## src/rtl/score_keeper_if.sv

```systemverilog
// Point/start inputs and score-digit/ball-control outputs of score_keeper.
// Master is the pong top level, slave is score_keeper.
interface score_keeper_if;
   logic       tick;
   logic       start;
   logic       left_point;
   logic       right_point;
   logic [3:0] left_value;
   logic [3:0] right_value;
   logic [7:0] left_color;
   logic [7:0] right_color;
   logic       ball_enable;
   logic       serve_dir;
   logic       game_over;
   logic       winner;

   modport master (
      output tick, start, left_point, right_point,
      input  left_value, right_value,
      input  left_color, right_color,
      input  ball_enable, serve_dir,
      input  game_over, winner
   );

   modport slave (
      input  tick, start, left_point, right_point,
      output left_value, right_value,
      output left_color, right_color,
      output ball_enable, serve_dir,
      output game_over, winner
   );
endinterface

```

## src/rtl/score_keeper.sv

```systemverilog
// Pong score keeper: point edge detect, serve/play/game-over sequencing,
// score digit values and winner-flash colours.
module score_keeper #(
   parameter int         WIN_SCORE    = 9,
   parameter int         SERVE_DELAY  = 64,
   parameter int         FLASH_PERIOD = 16,
   parameter logic [7:0] BASE_COLOR   = 8'hFF,
   parameter logic [7:0] FLASH_COLOR  = 8'hE0
) (
   input logic          board_clk,
   input logic          reset,
   score_keeper_if.slave sk
);

   localparam int DW = $clog2(SERVE_DELAY + 1);
   localparam int FW = $clog2(FLASH_PERIOD + 1);

   typedef enum logic [1:0] {
      IDLE,
      SERVE,
      PLAY,
      GAME_OVER
   } state_t;

   state_t        state_q, state_d;
   logic [3:0]    lval_q, lval_d;
   logic [3:0]    rval_q, rval_d;
   logic [7:0]    lcol_q, lcol_d;
   logic [7:0]    rcol_q, rcol_d;
   logic          ben_q, ben_d;
   logic          sdir_q, sdir_d;
   logic          gover_q, gover_d;
   logic          win_q, win_d;
   logic          flash_q, flash_d;
   logic [DW-1:0] dcnt_q, dcnt_d;
   logic [FW-1:0] fcnt_q, fcnt_d;
   logic          start_q, lpt_q, rpt_q;

   logic start_ev, lev, rev;
   logic [3:0] lval_inc, rval_inc;
   logic [7:0] flash_col;

   assign start_ev = sk.start & ~start_q;
   assign lev      = sk.left_point & ~lpt_q;
   assign rev      = sk.right_point & ~rpt_q;
   assign lval_inc = lval_q + 4'd1;
   assign rval_inc = rval_q + 4'd1;
   assign flash_col = flash_d ? FLASH_COLOR : BASE_COLOR;

   always_comb begin
      state_d = state_q;
      lval_d  = lval_q;
      rval_d  = rval_q;
      lcol_d  = lcol_q;
      rcol_d  = rcol_q;
      ben_d   = ben_q;
      sdir_d  = sdir_q;
      gover_d = gover_q;
      win_d   = win_q;
      flash_d = flash_q;
      dcnt_d  = dcnt_q;
      fcnt_d  = fcnt_q;
      if (start_ev) begin
         state_d = SERVE;
         lval_d  = 4'd0;
         rval_d  = 4'd0;
         lcol_d  = BASE_COLOR;
         rcol_d  = BASE_COLOR;
         ben_d   = 1'b0;
         sdir_d  = 1'b0;
         gover_d = 1'b0;
         win_d   = 1'b0;
         flash_d = 1'b0;
         dcnt_d  = '0;
         fcnt_d  = '0;
      end else begin
         unique case (state_q)
            IDLE: ben_d = 1'b0;
            SERVE: begin
               ben_d = 1'b0;
               if (sk.tick) begin
                  if (dcnt_q == DW'(SERVE_DELAY - 1)) begin
                     state_d = PLAY;
                     ben_d   = 1'b1;
                     dcnt_d  = '0;
                  end else begin
                     dcnt_d = dcnt_q + 1'b1;
                  end
               end
            end
            PLAY: begin
               unique case (1'b1)
                  lev & rev: begin
                     ben_d   = 1'b0;
                     state_d = SERVE;
                  end
                  lev & ~rev: begin
                     lval_d = lval_inc;
                     sdir_d = 1'b1;
                     ben_d  = 1'b0;
                     if (lval_inc == 4'(WIN_SCORE)) begin
                        state_d = GAME_OVER;
                        gover_d = 1'b1;
                        win_d   = 1'b0;
                        flash_d = 1'b1;
                        fcnt_d  = '0;
                        lcol_d  = FLASH_COLOR;
                     end else begin
                        state_d = SERVE;
                     end
                  end
                  rev & ~lev: begin
                     rval_d = rval_inc;
                     sdir_d = 1'b0;
                     ben_d  = 1'b0;
                     if (rval_inc == 4'(WIN_SCORE)) begin
                        state_d = GAME_OVER;
                        gover_d = 1'b1;
                        win_d   = 1'b1;
                        flash_d = 1'b1;
                        fcnt_d  = '0;
                        rcol_d  = FLASH_COLOR;
                     end else begin
                        state_d = SERVE;
                     end
                  end
                  default: ;
               endcase
            end
            GAME_OVER: begin
               ben_d = 1'b0;
               if (sk.tick) begin
                  if (fcnt_q == FW'(FLASH_PERIOD - 1)) begin
                     fcnt_d  = '0;
                     flash_d = ~flash_q;
                  end else begin
                     fcnt_d = fcnt_q + 1'b1;
                  end
               end
               // Only the winner's digit follows the flash phase
               if (win_q) rcol_d = flash_col;
               else       lcol_d = flash_col;
            end
            default: state_d = IDLE;
         endcase
      end
   end

   always_ff @(posedge board_clk or posedge reset) begin
      if (reset) begin
         state_q <= IDLE;
         lval_q  <= 4'd0;
         rval_q  <= 4'd0;
         lcol_q  <= BASE_COLOR;
         rcol_q  <= BASE_COLOR;
         ben_q   <= 1'b0;
         sdir_q  <= 1'b0;
         gover_q <= 1'b0;
         win_q   <= 1'b0;
         flash_q <= 1'b0;
         dcnt_q  <= '0;
         fcnt_q  <= '0;
         start_q <= 1'b0;
         lpt_q   <= 1'b0;
         rpt_q   <= 1'b0;
      end else begin
         state_q <= state_d;
         lval_q  <= lval_d;
         rval_q  <= rval_d;
         lcol_q  <= lcol_d;
         rcol_q  <= rcol_d;
         ben_q   <= ben_d;
         sdir_q  <= sdir_d;
         gover_q <= gover_d;
         win_q   <= win_d;
         flash_q <= flash_d;
         dcnt_q  <= dcnt_d;
         fcnt_q  <= fcnt_d;
         start_q <= sk.start;
         lpt_q   <= sk.left_point;
         rpt_q   <= sk.right_point;
      end
   end

   assign sk.left_value  = lval_q;
   assign sk.right_value = rval_q;
   assign sk.left_color  = lcol_q;
   assign sk.right_color = rcol_q;
   assign sk.ball_enable = ben_q;
   assign sk.serve_dir   = sdir_q;
   assign sk.game_over   = gover_q;
   assign sk.winner      = win_q;

endmodule

```

## src/flat_wrapper.sv

```systemverilog
// flat-port wrapper written by rule: the top's interface ports become plain ports
module score_keeper_flat 
#(
   parameter int         WIN_SCORE    = 9,
   parameter int         SERVE_DELAY  = 64,
   parameter int         FLASH_PERIOD = 16,
   parameter logic [7:0] BASE_COLOR   = 8'hFF,
   parameter logic [7:0] FLASH_COLOR  = 8'hE0
)
  (board_clk, reset, sk_tick, sk_start, sk_left_point, sk_right_point, sk_left_value, sk_right_value, sk_left_color, sk_right_color, sk_ball_enable, sk_serve_dir, sk_game_over, sk_winner);
  score_keeper_if sk_i ();
  input logic board_clk;
  input logic reset;
  input wire logic [$bits(sk_i.tick)-1:0] sk_tick;
  input wire logic [$bits(sk_i.start)-1:0] sk_start;
  input wire logic [$bits(sk_i.left_point)-1:0] sk_left_point;
  input wire logic [$bits(sk_i.right_point)-1:0] sk_right_point;
  output wire logic [$bits(sk_i.left_value)-1:0] sk_left_value;
  output wire logic [$bits(sk_i.right_value)-1:0] sk_right_value;
  output wire logic [$bits(sk_i.left_color)-1:0] sk_left_color;
  output wire logic [$bits(sk_i.right_color)-1:0] sk_right_color;
  output wire logic [$bits(sk_i.ball_enable)-1:0] sk_ball_enable;
  output wire logic [$bits(sk_i.serve_dir)-1:0] sk_serve_dir;
  output wire logic [$bits(sk_i.game_over)-1:0] sk_game_over;
  output wire logic [$bits(sk_i.winner)-1:0] sk_winner;
  assign sk_i.tick = sk_tick;
  assign sk_i.start = sk_start;
  assign sk_i.left_point = sk_left_point;
  assign sk_i.right_point = sk_right_point;
  assign sk_left_value = sk_i.left_value;
  assign sk_right_value = sk_i.right_value;
  assign sk_left_color = sk_i.left_color;
  assign sk_right_color = sk_i.right_color;
  assign sk_ball_enable = sk_i.ball_enable;
  assign sk_serve_dir = sk_i.serve_dir;
  assign sk_game_over = sk_i.game_over;
  assign sk_winner = sk_i.winner;
  score_keeper #(.WIN_SCORE(WIN_SCORE), .SERVE_DELAY(SERVE_DELAY), .FLASH_PERIOD(FLASH_PERIOD), .BASE_COLOR(BASE_COLOR), .FLASH_COLOR(FLASH_COLOR)) u_core (.board_clk(board_clk), .reset(reset), .sk(sk_i));
endmodule
```

## config.mk

```make
export PLATFORM = sky130hd
export DESIGN_NAME = score_keeper_flat
export DESIGN_NICKNAME = d
export VERILOG_FILES = /design/src/rtl/score_keeper_if.sv /design/src/rtl/score_keeper.sv /design/src/flat_wrapper.sv
export SDC_FILE = /design/constraint.sdc
export NUM_CORES = 1
export LEC_CHECK = 0
export ABC_AREA = 1
export BUFFER_PORTS_ARGS = -buffer_cell sky130_fd_sc_hd__buf_2
export CORE_UTILIZATION = 40
export DETAILED_ROUTE_END_ITERATION = 16
export GPL_TIMING_DRIVEN = 0
export PLACE_DENSITY = 0.6
export RECOVER_POWER = 25
export SETUP_SLACK_MARGIN = 0.2
export SLEW_MARGIN = 30
export SYNTH_ARGS = -nofsm -noshare
export SYNTH_HDL_FRONTEND = slang
export SYNTH_SLANG_ARGS = --single-unit
```

## constraint.sdc

```tcl
create_clock -name board_clk -period 1.6 [get_ports board_clk]
set_input_delay 0.08 -clock board_clk [delete_from_list [all_inputs] [get_ports board_clk]]
set_output_delay 0.08 -clock board_clk [all_outputs]
set_load 0.05 [all_outputs]
```

==> impl_results.html, run 1 <==
<table>
<tr><th>Metric</th><th>Value</th></tr>
<tr><th colspan="2">Run status</th></tr>
<tr><td>Run status</td><td>complete, no violations</td></tr>
<tr><th colspan="2">Place</th></tr>
<tr><td>Number of input and output port buffers inserted</td><td>27</td></tr>
<tr><td>Placed Instances</td><td>about 360</td></tr>
<tr><td>Placer's final routability congestion estimate</td><td>0.813</td></tr>
<tr><td>HPWL reported at the end of detailed placement</td><td>between 2000 and 3000 um</td></tr>
<tr><th colspan="2">Timing</th></tr>
<tr><td>Portion of the clock cycle consumed by the worst path in the final layout</td><td>0.965</td></tr>
<tr><td>Tightest slew margin relative to the limit</td><td>0.538</td></tr>
<tr><td>Clk_skew</td><td>8.16 ps</td></tr>
<tr><td>RSZ-0062 raised after global routing</td><td>yes</td></tr>
<tr><td>Final hold viol count</td><td>0</td></tr>
<tr><td>Slew @ Worst Pin</td><td>693 ps</td></tr>
<tr><td>F_max</td><td>around 650 MHz</td></tr>
<tr><td>Time the worst path needs with I/O delays and setup</td><td>roughly 1500 ps</td></tr>
<tr><td>Worst hold slack across all endpoints</td><td>~200 ps</td></tr>
<tr><td>Max Transition Viols Final</td><td>0</td></tr>
<tr><td>Final setup violation count</td><td>0</td></tr>
<tr><td>Post-Route Setup TNS</td><td>0 ps</td></tr>
<tr><th colspan="2">Synthesis</th></tr>
<tr><td>Sequential area share after synthesis</td><td>0.389</td></tr>
<tr><td>Post-synthesis compound-gate area fraction</td><td>0.120</td></tr>
<tr><td>Number of standard cells after synthesis</td><td>approximately 260</td></tr>
<tr><td>Post-synthesis register bit count</td><td>32</td></tr>
<tr><td>Unique masters post-synth</td><td>35</td></tr>
<tr><td>Summed instance area of the synthesized netlist</td><td>between 2000 and 2500 um2</td></tr>
<tr><td>Count of flip-flops with a built-in enable after synthesis</td><td>0</td></tr>
<tr><td>Post-Synthesis Mean Instance Area</td><td>8.03 um2</td></tr>
<tr><td>Simple-gate portion of the synthesized area</td><td>0.270</td></tr>
<tr><td>Top flip-flop cell by instance count after synthesis</td><td>sky130_fd_sc_hd__dfrtp_1</td></tr>
<tr><td>Fraction of registers with async set/reset</td><td>1.00</td></tr>
<tr><td>Synth Warn #</td><td>0</td></tr>
<tr><td>Largest family of logic cells by synthesized area</td><td>simple AND/OR/NAND/NOR gates</td></tr>
<tr><td>Fraction of synthesized area in multiplexers</td><td>0</td></tr>
<tr><td>Xor and xnor area share after synthesis</td><td>0.00848</td></tr>
<tr><td>Adder and majority gate portion of the synthesized area</td><td>0.0788</td></tr>
<tr><th colspan="2">Cells and area</th></tr>
<tr><td># nets final</td><td>347</td></tr>
<tr><td>Number of diodes added for antenna fixing</td><td>0</td></tr>
<tr><td>Final Core Density</td><td>0.616</td></tr>
<tr><td>Number of non-filler instances in the completed layout</td><td>roughly 400</td></tr>
<tr><td>Area growth syn-to-layout</td><td>44.6%</td></tr>
<tr><td>Share of cells above drive strength 1</td><td>0.511</td></tr>
<tr><th colspan="2">Drt</th></tr>
<tr><td>Wirelength, routed</td><td>about 4900 um</td></tr>
<tr><td>Via count</td><td>1,872</td></tr>
<tr><td>Routed length per instance</td><td>about 12 um</td></tr>
<tr><td>DR pass1 iterations</td><td>4</td></tr>
<tr><td>Average via count per standard cell</td><td>around 4.7</td></tr>
<tr><td>Post-detailed-route DRC marker count</td><td>0</td></tr>
<tr><td>Antenna-violating nets left</td><td>0</td></tr>
<tr><td>1st-iter DRT viols</td><td>between 60 and 70</td></tr>
<tr><th colspan="2">Critical path</th></tr>
<tr><td>Reg-to-Reg Start</td><td>u_core.rpt_q$_DFF_PP0_</td></tr>
<tr><td>FF-to-FF path depth</td><td>7</td></tr>
<tr><td>Startpoint type of the worst setup path</td><td>register</td></tr>
<tr><td>Endpoint of the most critical register-to-register path</td><td>u_core.fcnt_q[4]$_DFFE_PP0P_</td></tr>
<tr><td>CP endpoint kind</td><td>register</td></tr>
<tr><td>Max stage delay cell, worst path</td><td>sky130_fd_sc_hd__dfrtp_1</td></tr>
<tr><td>Required time of the critical path</td><td>1780 ps</td></tr>
<tr><td>CP Cell Sequence</td><td>nor2_4 &gt; ha_4 &gt; inv_6 &gt; buf_4 &gt; a31oi_4 &gt; buf_4 &gt; a31oi_4</td></tr>
<tr><td>Worst path arrival time</td><td>approximately 1700 ps</td></tr>
<tr><td>Delay of the slowest cell on the worst path</td><td>around 400 ps</td></tr>
<tr><td>Category of the most critical setup path</td><td>reg2reg</td></tr>
<tr><td>Worst reg-to-reg setup slack</td><td>60 ps</td></tr>
<tr><td>Maximum net fanout on the critical path</td><td>4</td></tr>
<tr><th colspan="2">Power and ir drop</th></tr>
<tr><td>Leakage</td><td>about 0.0014 uW</td></tr>
<tr><td>Overall power</td><td>between 4000 and 5000 uW</td></tr>
<tr><td>Maximum resistive drop on vdd</td><td>just over 0.001 V</td></tr>
<tr><td>Total power density per cell area</td><td>between 1500 and 2000 nW/um2</td></tr>
<tr><th colspan="2">Global route</th></tr>
<tr><td>Number of antenna violations at the first check in global routing</td><td>0</td></tr>
<tr><td>Overflow after GRT</td><td>0</td></tr>
<tr><td>Aggregate global-route resource usage</td><td>0.183</td></tr>
<tr><td>Vias in the first global route</td><td>roughly 1,700</td></tr>
<tr><td>Wire length of the first global-routing pass</td><td>roughly 7600 um</td></tr>
<tr><td>Pin count of the biggest net entering global routing</td><td>33</td></tr>
<tr><th colspan="2">Min path</th></tr>
<tr><td>Worst hold stages</td><td>3</td></tr>
<tr><td>Worst hold start</td><td>sk_tick</td></tr>
<tr><td>Hold EP</td><td>u_core.sk.ball_enable$_DFFE_PP0P_</td></tr>
<tr><td>Hold crit path type</td><td>in2reg</td></tr>
<tr><th colspan="2">CTS</th></tr>
<tr><td>H-tree depth reported by CTS</td><td>2</td></tr>
<tr><td>Clock transition at the registers of the reported paths</td><td>around 70 ps</td></tr>
<tr><td>Worst-case clock buffer depth</td><td>2</td></tr>
<tr><td>TritonCTS buffer count</td><td>5</td></tr>
<tr><td>Root Buffer</td><td>sky130_fd_sc_hd__clkbuf_8</td></tr>
<tr><td>Insertion delay to the later sink of the worst-skew pair</td><td>~290 ps</td></tr>
<tr><td>TritonCTS clock tree</td><td>done</td></tr>
<tr><td>Number of clock sinks</td><td>32</td></tr>
<tr><th colspan="2">Die</th></tr>
<tr><td>Initial standard-cell utilization of the core</td><td>0.426</td></tr>
<tr><td>Ports</td><td>34</td></tr>
<tr><td>Core area</td><td>between 4000 and 5000 um2</td></tr>
<tr><td>Height of the die</td><td>~74 um</td></tr>
<tr><td>Die span in x</td><td>about 74 um</td></tr>
<tr><td>Total number of placement rows</td><td>25</td></tr>
<tr><td>Die Footprint</td><td>5450 um2</td></tr>
<tr><th colspan="2">Run</th></tr>
<tr><td>Max-capacitance violation count</td><td>0</td></tr>
</table>
-- area by class of cell --
| type | instances | area, um2 |
|---|---|---|
| sequential | 32 | 812 |
| inverter | 40 | 163 |
| fill | 405 | 1860 |
| clock buffer | 8 | 90.1 |
| timing repair buffer | 59 | 383 |
| multi-input combinational | 174 | 1330 |
| buffer | 16 | 121 |
| tap | 67 | 83.8 |
-- where the power goes --
group	switching (uW)	total (uW)	internal (uW)	leakage, uW
registers	203	1220	1020	0.000407
logic	1810	2910	1100	0.000967
clock network	311	662	351	0.0000455
total	2320	4790	2470	0.00142
-- synth_stat cells (2+ instances only) --
library cell,instances,area (um2)
sky130_fd_sc_hd__a21oi_1,6,30.0
sky130_fd_sc_hd__buf_4,14,105
sky130_fd_sc_hd__dfrtp_1,30,751
sky130_fd_sc_hd__dfstp_2,2,52.6
sky130_fd_sc_hd__ha_1,13,163
sky130_fd_sc_hd__inv_1,35,131
sky130_fd_sc_hd__inv_2,5,18.8
sky130_fd_sc_hd__nand2_1,48,180
sky130_fd_sc_hd__nand2_2,9,56.3
sky130_fd_sc_hd__nand2b_1,2,12.5
sky130_fd_sc_hd__nand3_1,24,120
sky130_fd_sc_hd__nand3_2,4,40.0
sky130_fd_sc_hd__nand4_1,2,12.5
sky130_fd_sc_hd__nor2_1,18,67.6
sky130_fd_sc_hd__nor2_2,4,25.0
sky130_fd_sc_hd__o21a_1,2,15.0
sky130_fd_sc_hd__o21ai_0,16,80.1
sky130_fd_sc_hd__o21ai_1,2,10.0
sky130_fd_sc_hd__o21ai_2,4,35.0
sky130_fd_sc_hd__xor2_1,2,17.5
-- cells by family after synthesis --
family                   count (synthesis)
other                                    1
AO/OA/AOI/OAI                           38
flip-flops                              32
XOR/XNOR                                 2
buffers and inverters                   56
adder cells (fa/ha/maj)                 13
AND/OR/NAND/NOR                        115
-- registers in the layout, summed over array words and instances (netlist names) --
| signal | cells |
|---|---|
| u_core.sk.game_over | 1 |
| u_core.state_q | 2 |
| u_core.sk.left_color | 1 |
| u_core.sk.ball_enable | 1 |
| u_core.sk.left_value | 4 |
| u_core.sk.serve_dir | 1 |
| u_core.sk.right_color | 1 |
| u_core.start_q | 1 |
| u_core.rpt_q | 1 |
| u_core.flash_q | 1 |
| u_core.fcnt_q | 5 |
| u_core.sk.right_value | 4 |
| u_core.dcnt_q | 7 |
| u_core.lpt_q | 1 |
| u_core.sk.winner | 1 |
-- worst max path at each step --
stage / depth (start not counted) / endpoint / slack (ps) / startpoint
floorplan: 12 / u_core.fcnt_q[2]$_DFFE_PP0P_ / 60 / u_core.sk.left_value[1]$_DFFE_PP0P_
global placement: 9 / u_core.fcnt_q[3]$_DFFE_PP0P_ / -20 / u_core.state_q[0]$_DFFE_PP0P_
detailed placement: 9 / u_core.fcnt_q[3]$_DFFE_PP0P_ / -30 / u_core.state_q[0]$_DFFE_PP0P_
CTS: 11 / u_core.fcnt_q[4]$_DFFE_PP0P_ / 90 / u_core.sk.left_value[1]$_DFFE_PP0P_
global route: 11 / u_core.sk.left_color[3]$_DFFE_PP1P_ / -20 / u_core.fcnt_q[1]$_DFFE_PP0P_
finish: 7 / u_core.fcnt_q[4]$_DFFE_PP0P_ / 60 / u_core.rpt_q$_DFF_PP0_
-- stage by stage --
| stage | instance area, um2 | setup slack (ps) |
|---|---|---|
| global route | 2990 | -17.1 |
| CTS | 2710 | 89.8 |
| floorplan | 2140 | 58.9 |
| global placement | 2360 | -23.8 |
| detailed placement | 2360 | -25.3 |
| finish | 2990 | 56.6 |
-- worst max-delay path, delay by kind of cell, from the launching register on --
| kind | cells | cell delay, ps |
|---|---|---|
| adders and majority gates | 1 | 200 |
| AOI/OAI and AO/OA | 2 | 310 |
| DFF | 1 | 400 |
| and+or+nand+nor | 1 | 180 |
| buffers and inverters | 3 | 350 |
-- what timing repair did --
item	in CTS	in global routing
resized for setup	27	63
endpoints found under the setup margin	27	27
pin swaps	16	22
hold endpoints to repair	33	0
setup buffers	17	11
hold buffers	4	0
-- placed cells by master (no fill, tap or decap), types with 4 or more instances in the layout --
cell type,netlist,final
sky130_fd_sc_hd__buf_2,1,20
sky130_fd_sc_hd__buf_4,14,40
sky130_fd_sc_hd__clkbuf_1,0,10
sky130_fd_sc_hd__clkbuf_8,0,6
sky130_fd_sc_hd__conb_1,1,6
sky130_fd_sc_hd__dfrtp_1,30,23
sky130_fd_sc_hd__dfrtp_2,0,7
sky130_fd_sc_hd__dlygate4sd3_1,0,4
sky130_fd_sc_hd__ha_2,0,4
sky130_fd_sc_hd__ha_4,0,6
sky130_fd_sc_hd__inv_1,35,23
sky130_fd_sc_hd__inv_2,5,13
sky130_fd_sc_hd__nand2_1,48,32
sky130_fd_sc_hd__nand2_2,9,22
sky130_fd_sc_hd__nand3_1,24,18
sky130_fd_sc_hd__nand3_2,4,7
sky130_fd_sc_hd__nor2_1,18,10
sky130_fd_sc_hd__nor2_4,0,9
sky130_fd_sc_hd__o21ai_0,16,5
sky130_fd_sc_hd__o21ai_1,2,12
sky130_fd_sc_hd__o21ai_2,4,4
-- metal layers --
metal	vias to the layer above	wire length, um	global-route usage
met5	-	0	0
met4	0	76	0.0684
met3	8	156	0.0398
met2	37	2450	0.296
met1	879	2250	0.240
li1	948	-	-
Note: power is estimated with default switching activity, not from simulation.
==> run 2, diff against run 1 <==
--- a/config.mk
+++ b/config.mk
@@ -7,12 +7,12 @@
 export LEC_CHECK = 0
 export ABC_AREA = 1
 export BUFFER_PORTS_ARGS = -buffer_cell sky130_fd_sc_hd__buf_2
+export CAP_MARGIN = 25
 export CORE_UTILIZATION = 40
 export DETAILED_ROUTE_END_ITERATION = 16
 export GPL_TIMING_DRIVEN = 0
 export PLACE_DENSITY = 0.6
 export RECOVER_POWER = 25
-export SETUP_SLACK_MARGIN = 0.2
 export SLEW_MARGIN = 30
 export SYNTH_ARGS = -nofsm -noshare
 export SYNTH_HDL_FRONTEND = slang
==> impl_results.html, run 2 (synthesis gave the netlist of run 1 again) <==
<table>
<tr><th>Metric</th><th>Value</th></tr>
<tr><th colspan="2">Run status</th></tr>
<tr><td>Run status</td><td>complete, no violations</td></tr>
<tr><th colspan="2">Critical path</th></tr>
<tr><td>Reg-to-Reg Start</td><td>u_core.lpt_q$_DFF_PP0_</td></tr>
<tr><td>CP endpoint kind</td><td>register</td></tr>
<tr><td>Maximum net fanout on the critical path</td><td>8 (+4)</td></tr>
<tr><td>FF-to-FF path depth</td><td>10 (+3)</td></tr>
<tr><td>Category of the most critical setup path</td><td>reg2reg</td></tr>
<tr><td>Critical path startpoint</td><td>u_core.lpt_q$_DFF_PP0_</td></tr>
<tr><td>Endpoint of the most critical register-to-register path</td><td>u_core.fcnt_q[0]$_DFFE_PP0P_</td></tr>
<tr><td>Required time of the critical path</td><td>1780 ps (about the same)</td></tr>
<tr><td>Startpoint type of the worst setup path</td><td>register</td></tr>
<tr><td>CP Capture Point</td><td>u_core.fcnt_q[0]$_DFFE_PP0P_</td></tr>
<tr><td>Worst reg-to-reg setup slack</td><td>40 ps (about the same)</td></tr>
<tr><td>Worst path arrival time</td><td>1740 ps (+20 ps)</td></tr>
<tr><th colspan="2">Power and ir drop</th></tr>
<tr><td>Leakage</td><td>0.00133 uW (-6.2%)</td></tr>
<tr><td>Maximum resistive drop on vdd</td><td>0.000769 V (-26%)</td></tr>
<tr><td>Total power density per cell area</td><td>1600 nW/um2 (-0.54%)</td></tr>
<tr><th colspan="2">Cells and area</th></tr>
<tr><td>Share of cells above drive strength 1</td><td>0.397 (-0.114)</td></tr>
<tr><td>Number of diodes added for antenna fixing</td><td>0 (unchanged)</td></tr>
<tr><td>Post-route cell area</td><td>2690 um2 (-9.8%)</td></tr>
<tr><td>Commonest cells after routing, fill and taps aside</td><td>42 x sky130_fd_sc_hd__nand2_1, 28 x sky130_fd_sc_hd__inv_1, 27 x sky130_fd_sc_hd__buf_4</td></tr>
<tr><td>Top flop regs</td><td>u_core.dcnt_q x7, u_core.fcnt_q x5</td></tr>
<tr><td># nets final</td><td>333 (-4.0%)</td></tr>
<tr><td>Fill cell instance count of the final layout</td><td>468 (+16%)</td></tr>
<tr><td>Area growth syn-to-layout</td><td>30.4%</td></tr>
<tr><td>Biggest register</td><td>u_core.dcnt_q</td></tr>
<tr><td>Commonest non-fill, non-tap cell in the layout</td><td>sky130_fd_sc_hd__nand2_1</td></tr>
<tr><td>Max FFs per register</td><td>7 (unchanged)</td></tr>
<tr><td>Number of non-filler instances in the completed layout</td><td>382 (-3.5%)</td></tr>
<tr><th colspan="2">Timing</th></tr>
<tr><td>Worst hold slack across all endpoints</td><td>150 ps (-47.8 ps)</td></tr>
<tr><td>F_max</td><td>642 MHz (-0.89%)</td></tr>
<tr><td>Portion of the clock cycle consumed by the worst path in the final layout</td><td>0.973 (+0.00867)</td></tr>
<tr><td>Final setup violation count</td><td>0 (unchanged)</td></tr>
<tr><td>Final setup margin</td><td>42.7 ps (-13.9 ps)</td></tr>
<tr><td>Max Transition Viols Final</td><td>0 (unchanged)</td></tr>
<tr><td>RSZ-0062 raised after global routing</td><td>yes</td></tr>
<tr><td>Clk_skew</td><td>6.07 ps (-2.08 ps)</td></tr>
<tr><td>Final hold viol count</td><td>0 (unchanged)</td></tr>
<tr><td>Tightest slew margin relative to the limit</td><td>0.549 (+0.0114)</td></tr>
<tr><td>Slew @ Worst Pin</td><td>676 ps (-17.0 ps)</td></tr>
<tr><td>Time the worst path needs with I/O delays and setup</td><td>1560 ps (+13.9 ps)</td></tr>
<tr><th colspan="2">Drt</th></tr>
<tr><td>Post-detailed-route DRC marker count</td><td>0 (unchanged)</td></tr>
<tr><td>Met3 Wirelength</td><td>164 um (+5.1%)</td></tr>
<tr><td>DR pass1 iterations</td><td>4 (unchanged)</td></tr>
<tr><td>Via count</td><td>1,820 (-2.8%)</td></tr>
<tr><td>Highest metal layer with signal wires</td><td>met4</td></tr>
<tr><td>1st-iter DRT viols</td><td>79 (+20%)</td></tr>
<tr><td>Average via count per standard cell</td><td>4.76 (+0.79%)</td></tr>
<tr><td>Met1 Wirelength</td><td>2050 um (-8.9%)</td></tr>
<tr><td>Antenna-violating nets left</td><td>0 (unchanged)</td></tr>
<tr><td>Detailed-routed wire length on met2</td><td>2140 um (-13%)</td></tr>
<tr><td>Routed length per instance</td><td>11.6 um (-7.2%)</td></tr>
<tr><td>Wirelength, routed</td><td>4420 um (-10%)</td></tr>
<tr><th colspan="2">Place</th></tr>
<tr><td>Post-placement setup slack</td><td>-88.5 ps (-63.1 ps)</td></tr>
<tr><td>Placer's final routability congestion estimate</td><td>0.797 (-1.9%)</td></tr>
<tr><td>Placed Instances</td><td>356 (unchanged)</td></tr>
<tr><td>Placed cell areas</td><td>2310 um2 (-2.1%)</td></tr>
<tr><td>Number of input and output port buffers inserted</td><td>27 (unchanged)</td></tr>
<tr><td>HPWL reported at the end of detailed placement</td><td>2970 um (+0.21%)</td></tr>
<tr><th colspan="2">Die</th></tr>
<tr><td>Total number of placement rows</td><td>25 (unchanged)</td></tr>
<tr><td>Initial standard-cell utilization of the core</td><td>0.426 (unchanged)</td></tr>
<tr><td>Core area</td><td>4850 um2 (unchanged)</td></tr>
<tr><td>Ports</td><td>34 (unchanged)</td></tr>
<tr><td>Die Footprint</td><td>5450 um2 (unchanged)</td></tr>
<tr><td>Height of the die</td><td>73.8 um (unchanged)</td></tr>
<tr><td>Die span in x</td><td>73.8 um (unchanged)</td></tr>
<tr><th colspan="2">Global route</th></tr>
<tr><td>Overflow after GRT</td><td>0 (unchanged)</td></tr>
<tr><td>Wire length of the first global-routing pass</td><td>7170 um (-5.3%)</td></tr>
<tr><td>Pin count of the biggest net entering global routing</td><td>33 (unchanged)</td></tr>
<tr><td>Number of antenna violations at the first check in global routing</td><td>0 (unchanged)</td></tr>
<tr><td>Vias in the first global route</td><td>1,610 (-6.3%)</td></tr>
<tr><td>Aggregate global-route resource usage</td><td>0.175 (-0.00787)</td></tr>
<tr><th colspan="2">CTS</th></tr>
<tr><td>TritonCTS clock tree</td><td>done</td></tr>
<tr><td>Number of clock sinks</td><td>32 (unchanged)</td></tr>
<tr><td>Clock transition at the registers of the reported paths</td><td>70 ps (about the same)</td></tr>
<tr><td>Root Buffer</td><td>sky130_fd_sc_hd__clkbuf_8</td></tr>
<tr><td>Worst-case clock buffer depth</td><td>2 (unchanged)</td></tr>
<tr><td>Insertion delay to the later sink of the worst-skew pair</td><td>290 ps (about the same)</td></tr>
<tr><td>TritonCTS buffer count</td><td>5 (unchanged)</td></tr>
<tr><td>H-tree depth reported by CTS</td><td>2 (unchanged)</td></tr>
<tr><th colspan="2">Min path</th></tr>
<tr><td>Hold crit path type</td><td>in2reg</td></tr>
<tr><td>Worst hold start</td><td>sk_tick</td></tr>
<tr><th colspan="2">Run</th></tr>
<tr><td>Max-capacitance violation count</td><td>0 (unchanged)</td></tr>
</table>
[run 2: power by group]
part           internal, uW  total, uW  switching [uW]
registers              1010       1220             207
logic                   851       2410            1560
clock network           351        661             310
[run 2: worst min-delay path by stage]
stage               cells past startpoint  slack, ps                                 to
finish                                  3        150  u_core.sk.ball_enable$_DFFE_PP0P_
detailed placement                      1        200             u_core.rpt_q$_DFF_PP0_
global route                            3        190  u_core.sk.ball_enable$_DFFE_PP0P_
global placement                        1        200             u_core.rpt_q$_DFF_PP0_
floorplan                               0        110             u_core.lpt_q$_DFF_PP0_
CTS                                     3        140  u_core.sk.ball_enable$_DFFE_PP0P_
[run 2: cell type report]
class / instances / area, um2 / area share
Timing Repair Buffer: 45 / 279 / 0.104
Multi-Input combinational cell: 174 / 1150 / 0.428
Buffer: 16 / 121 / 0.0451
Inverter: 40 / 155 / 0.0576
Sequential cell: 32 / 810 / 0.301
Tap cell: 67 / 83.8 / 0.0311
Clock buffer: 8 / 90.1 / 0.0335
[run 2: layer usage]
layer / GRT usage / vias up
met5: 0 / -
met4: 0.0641 / 0
met3: 0.0535 / 7
met2: 0.283 / 30
met1: 0.221 / 871
li1: - / 912
[run 2: per-stage QoR]
step                setup TNS, ps   util  total power (uW)
global route                 -270  0.555              4610
floorplan                       0      -              2920
global placement             -420  0.476              3280
CTS                             0  0.509              4010
detailed placement           -524  0.476              3310
finish                          0  0.555              4300
[run 2: repair_timing]
item / CTS / global route
setup endpoints to repair: 9 / 18
pin swaps: 1 / 8
gates resized for setup: 7 / 36
hold endpoints to repair: 33 / 0
setup buffers: 0 / 14
hold buffers: 4 / 0
[run 2: critical path, cell delays in order (launching register included)]
cell and delay (ps):
sky130_fd_sc_hd__dfrtp_1 360, sky130_fd_sc_hd__or2_4 280, sky130_fd_sc_hd__ha_4 200, sky130_fd_sc_hd__inv_6 70, sky130_fd_sc_hd__nor2_1 60, sky130_fd_sc_hd__nand2_2 90, sky130_fd_sc_hd__nand2_2 60, sky130_fd_sc_hd__nand2_2 90
sky130_fd_sc_hd__nand2_4 100, sky130_fd_sc_hd__nand2_1 70, sky130_fd_sc_hd__o21ai_1 50
==> run 3, diff against run 2 <==
--- a/config.mk
+++ b/config.mk
@@ -10,7 +10,6 @@
 export CAP_MARGIN = 25
 export CORE_UTILIZATION = 40
 export DETAILED_ROUTE_END_ITERATION = 16
-export GPL_TIMING_DRIVEN = 0
 export PLACE_DENSITY = 0.6
 export RECOVER_POWER = 25
 export SLEW_MARGIN = 30
==> impl_results.html, run 3 (synthesis gave the netlist of run 1 again) <==
<table>
<tr><th>Metric</th><th>Value</th></tr>
<tr><th colspan="2">Power and ir drop</th></tr>
<tr><td>Logic gate share of total power</td><td>0.552 (-0.010)</td></tr>
<tr><td>Maximum resistive drop on vdd</td><td>0.000690 V (-10%)</td></tr>
<tr><td>Part of the total power dissipated in the clock network</td><td>0.156 (+0.002)</td></tr>
<tr><td>Sequential fraction of design power</td><td>0.293 (+0.009)</td></tr>
<tr><td>Total power density per cell area</td><td>1600 nW/um2 (about the same)</td></tr>
<tr><td>Internal portion of total power</td><td>2140 uW (-3.5%)</td></tr>
<tr><td>Switching portion of total power</td><td>0.481 (-0.00268)</td></tr>
<tr><td>Leakage</td><td>0.00131 uW (-2.0%)</td></tr>
<tr><td>Psw</td><td>1990 uW (-4.5%)</td></tr>
<tr><th colspan="2">Critical path</th></tr>
<tr><td>Delay of the slowest cell on the worst path</td><td>430 ps (+70 ps)</td></tr>
<tr><td>Kind of cell adding the most delay to the critical path</td><td>simple AND/OR/NAND/NOR gates</td></tr>
<tr><td>CP Buf/Inv Count</td><td>0 (-1)</td></tr>
<tr><td>Required time of the critical path</td><td>1810 ps (+30 ps)</td></tr>
<tr><td>CP Cell Sequence</td><td>ha_2 &gt; nand2_1 &gt; nand2_2 &gt; nor2_4 &gt; nand2_2 &gt; o21ai_0 &gt; nand3_1 &gt; a22oi_2</td></tr>
<tr><td>CP endpoint kind</td><td>register</td></tr>
<tr><td>Max stage delay cell, worst path</td><td>sky130_fd_sc_hd__dfrtp_2</td></tr>
<tr><td>Worst path arrival time</td><td>1720 ps (-20 ps)</td></tr>
<tr><td>Most used cell, CP</td><td>sky130_fd_sc_hd__nand2_2</td></tr>
<tr><td>Category of the most critical setup path</td><td>reg2reg</td></tr>
<tr><td>Startpoint type of the worst setup path</td><td>register</td></tr>
<tr><td>Maximum net fanout on the critical path</td><td>4 (-4)</td></tr>
<tr><th colspan="2">Cells and area</th></tr>
<tr><td>Multi-input gate area in the final layout</td><td>1130 um2 (-1.7%)</td></tr>
<tr><td># nets final</td><td>322 (-3.3%)</td></tr>
<tr><td>Max FFs per register</td><td>7 (unchanged)</td></tr>
<tr><td>Number of non-filler instances in the completed layout</td><td>371 (-2.9%)</td></tr>
<tr><td>Final Core Density</td><td>0.533 (-0.0222)</td></tr>
<tr><td>Fill cell instance count of the final layout</td><td>457 (-2.4%)</td></tr>
<tr><td>Share of cells above drive strength 1</td><td>0.362 (-0.0350)</td></tr>
<tr><td>Top flop regs</td><td>u_core.dcnt_q x7, u_core.fcnt_q x5</td></tr>
<tr><td>Biggest register</td><td>u_core.dcnt_q</td></tr>
<tr><td>Register area</td><td>810 um2 (unchanged)</td></tr>
<tr><td>Area growth syn-to-layout</td><td>25.2%</td></tr>
<tr><td>Commonest non-fill, non-tap cell in the layout</td><td>sky130_fd_sc_hd__nand2_1</td></tr>
<tr><td>Commonest cells after routing, fill and taps aside</td><td>44 x sky130_fd_sc_hd__nand2_1, 33 x sky130_fd_sc_hd__inv_1, 27 x sky130_fd_sc_hd__buf_2</td></tr>
<tr><td>Number of diodes added for antenna fixing</td><td>0 (unchanged)</td></tr>
<tr><th colspan="2">Drt</th></tr>
<tr><td>Post-detailed-route DRC marker count</td><td>0 (unchanged)</td></tr>
<tr><td>DR pass1 iterations</td><td>4 (unchanged)</td></tr>
<tr><td>Routed length per instance</td><td>11.1 um (-4.3%)</td></tr>
<tr><td>Wirelength, routed</td><td>4110 um (-7.1%)</td></tr>
<tr><td>Antenna-violating nets left</td><td>0 (unchanged)</td></tr>
<tr><td>Via count</td><td>1,705 (-6.3%)</td></tr>
<tr><td>Average via count per standard cell</td><td>4.60 (-3.5%)</td></tr>
<tr><td>1st-iter DRT viols</td><td>59 (-25%)</td></tr>
<tr><th colspan="2">Timing</th></tr>
<tr><td>Portion of the clock cycle consumed by the worst path in the final layout</td><td>0.942 (-0.0309)</td></tr>
<tr><td>Max Transition Viols Final</td><td>0 (unchanged)</td></tr>
<tr><td>Final setup violation count</td><td>0 (unchanged)</td></tr>
<tr><td>F_max</td><td>663 MHz (+3.3%)</td></tr>
<tr><td>Time the worst path needs with I/O delays and setup</td><td>1510 ps (-49.4 ps)</td></tr>
<tr><td>Clk_skew</td><td>6.54 ps (+0.468 ps)</td></tr>
<tr><td>RSZ-0062 raised after global routing</td><td>yes</td></tr>
<tr><td>Final hold viol count</td><td>0 (unchanged)</td></tr>
<tr><td>Slew @ Worst Pin</td><td>807 ps (+132 ps)</td></tr>
<tr><td>Tightest slew margin relative to the limit</td><td>0.462 (-0.0871)</td></tr>
<tr><th colspan="2">Die</th></tr>
<tr><td>Total number of placement rows</td><td>25 (unchanged)</td></tr>
<tr><td>Ports</td><td>34 (unchanged)</td></tr>
<tr><td>Core area</td><td>4850 um2 (unchanged)</td></tr>
<tr><td>Initial standard-cell utilization of the core</td><td>0.426 (unchanged)</td></tr>
<tr><td>Height of the die</td><td>73.8 um (unchanged)</td></tr>
<tr><td>Die Footprint</td><td>5450 um2 (unchanged)</td></tr>
<tr><td>Die span in x</td><td>73.8 um (unchanged)</td></tr>
<tr><th colspan="2">Global route</th></tr>
<tr><td>Number of antenna violations at the first check in global routing</td><td>0 (unchanged)</td></tr>
<tr><td>Vias in the first global route</td><td>1,584 (-1.6%)</td></tr>
<tr><td>Aggregate global-route resource usage</td><td>0.168 (-0.00702)</td></tr>
<tr><td>Overflow after GRT</td><td>0 (unchanged)</td></tr>
<tr><td>Wire length of the first global-routing pass</td><td>6870 um (-4.1%)</td></tr>
<tr><td>Pin count of the biggest net entering global routing</td><td>33 (unchanged)</td></tr>
<tr><th colspan="2">CTS</th></tr>
<tr><td>TritonCTS clock tree</td><td>done</td></tr>
<tr><td>Number of clock sinks</td><td>32 (unchanged)</td></tr>
<tr><td>Insertion delay to the later sink of the worst-skew pair</td><td>290 ps (about the same)</td></tr>
<tr><td>Clock transition at the registers of the reported paths</td><td>60 ps (about the same)</td></tr>
<tr><td>Root Buffer</td><td>sky130_fd_sc_hd__clkbuf_8</td></tr>
<tr><td>Worst-case clock buffer depth</td><td>2 (unchanged)</td></tr>
<tr><td>TritonCTS buffer count</td><td>5 (unchanged)</td></tr>
<tr><td>H-tree depth reported by CTS</td><td>2 (unchanged)</td></tr>
<tr><th colspan="2">Place</th></tr>
<tr><td>Placer's final routability congestion estimate</td><td>0.790 (-0.92%)</td></tr>
<tr><td>Number of input and output port buffers inserted</td><td>27 (unchanged)</td></tr>
<tr><td>Placed Instances</td><td>352 (-1.1%)</td></tr>
<tr><td>HPWL reported at the end of detailed placement</td><td>3030 um (+2.1%)</td></tr>
<tr><th colspan="2">Run status</th></tr>
<tr><td>Run status</td><td>complete, no violations</td></tr>
<tr><th colspan="2">Run</th></tr>
<tr><td>Max-capacitance violation count</td><td>0 (unchanged)</td></tr>
<tr><th colspan="2">Min path</th></tr>
<tr><td>Hold crit path type</td><td>in2reg</td></tr>
</table>
## run 3: cell count changes in the layout (fill, tap and decap cells not counted), moves of 2 or more
cell | previous run | this run
sky130_fd_sc_hd__buf_4 | 27 | 18
sky130_fd_sc_hd__nand2_2 | 15 | 13
sky130_fd_sc_hd__buf_6 | 2 | 0
sky130_fd_sc_hd__inv_2 | 11 | 6
sky130_fd_sc_hd__buf_2 | 24 | 27
sky130_fd_sc_hd__clkbuf_1 | 6 | 2
sky130_fd_sc_hd__nand2_1 | 42 | 44
sky130_fd_sc_hd__inv_1 | 28 | 33
## run 3: through the flow
step / cell area [um2] / hold WS (ps) / setup WS (ps) / power (uW) / setup TNS, ps
2_1_floorplan: 2090 / 111 / 23.3 / 2920 / 0
3_3_place_gp: 2280 / 189 / -16.1 / 3250 / -46.9
3_5_place_dp: 2280 / 190 / -56.4 / 3270 / -172
4_1_cts: 2430 / 179 / 11.2 / 3960 / 0
5_1_grt: 2580 / 201 / -23.3 / 4450 / -50.6
6_report: 2580 / 182 / 92.1 / 4130 / 0
## run 3: layer usage
layer	vias to the layer above	global-route usage	wire length (um)
met5	-	0	0
met3	9	0.0453	119
met4	0	0.0769	87
met1	781	0.223	2020
met2	23	0.256	1880
li1	892	-	-
## run 3: final timing paths
kind,from,end,slack [ps],depth (start not counted)
min in group asynchronous,reset,u_core.sk.serve_dir$_DFFE_PP0P_,570,4
setup / recovery,u_core.sk.left_value[1]$_DFFE_PP0P_,u_core.state_q[1]$_DFFE_PP0P_,90,8
setup reg to reg,u_core.sk.left_value[1]$_DFFE_PP0P_,u_core.state_q[1]$_DFFE_PP0P_,90,8
max in group asynchronous,reset,u_core.state_q[0]$_DFFE_PP0P_,470,4
hold / removal,sk_tick,u_core.sk.ball_enable$_DFFE_PP0P_,180,3
hold reg to reg,u_core.sk.serve_dir$_DFFE_PP0P_,u_core.sk.serve_dir$_DFFE_PP0P_,490,2
## run 3: worst reg2reg max path, cell delays in order (launching register included)
cell,delay (ps)
sky130_fd_sc_hd__dfrtp_2,430
sky130_fd_sc_hd__ha_2,180
sky130_fd_sc_hd__nand2_1,70
sky130_fd_sc_hd__nand2_2,80
sky130_fd_sc_hd__nor2_4,110
sky130_fd_sc_hd__nand2_2,90
sky130_fd_sc_hd__o21ai_0,200
sky130_fd_sc_hd__nand3_1,140
sky130_fd_sc_hd__a22oi_2,140
## run 3: layout make-up
class / instances / share of cell area
clock buffer: 8 / 0.0349
inverter: 40 / 0.0591
multi-input combinational: 174 / 0.438
sequential: 32 / 0.313
tap: 67 / 0.0324
timing repair buffer: 50 / 0.122
## run 3: what timing repair did
action | in CTS | in global routing
pin swaps | 0 | 7
resized for setup | 4 | 27
endpoints found under the hold margin | 33 | 0
endpoints found under the setup margin | 9 | 25
hold buffers | 4 | 0
buffers inserted | 0 | 7
## run 3: power groups by stage
stage	Combinational, uW	Clock, uW	Sequential, uW
after global placement	2050	0	1200
after global routing	2500	699	1250
after detailed placement	2070	0	1210
final	2280	642	1210
after floorplan	1440	0	1480
after CTS	2100	666	1190
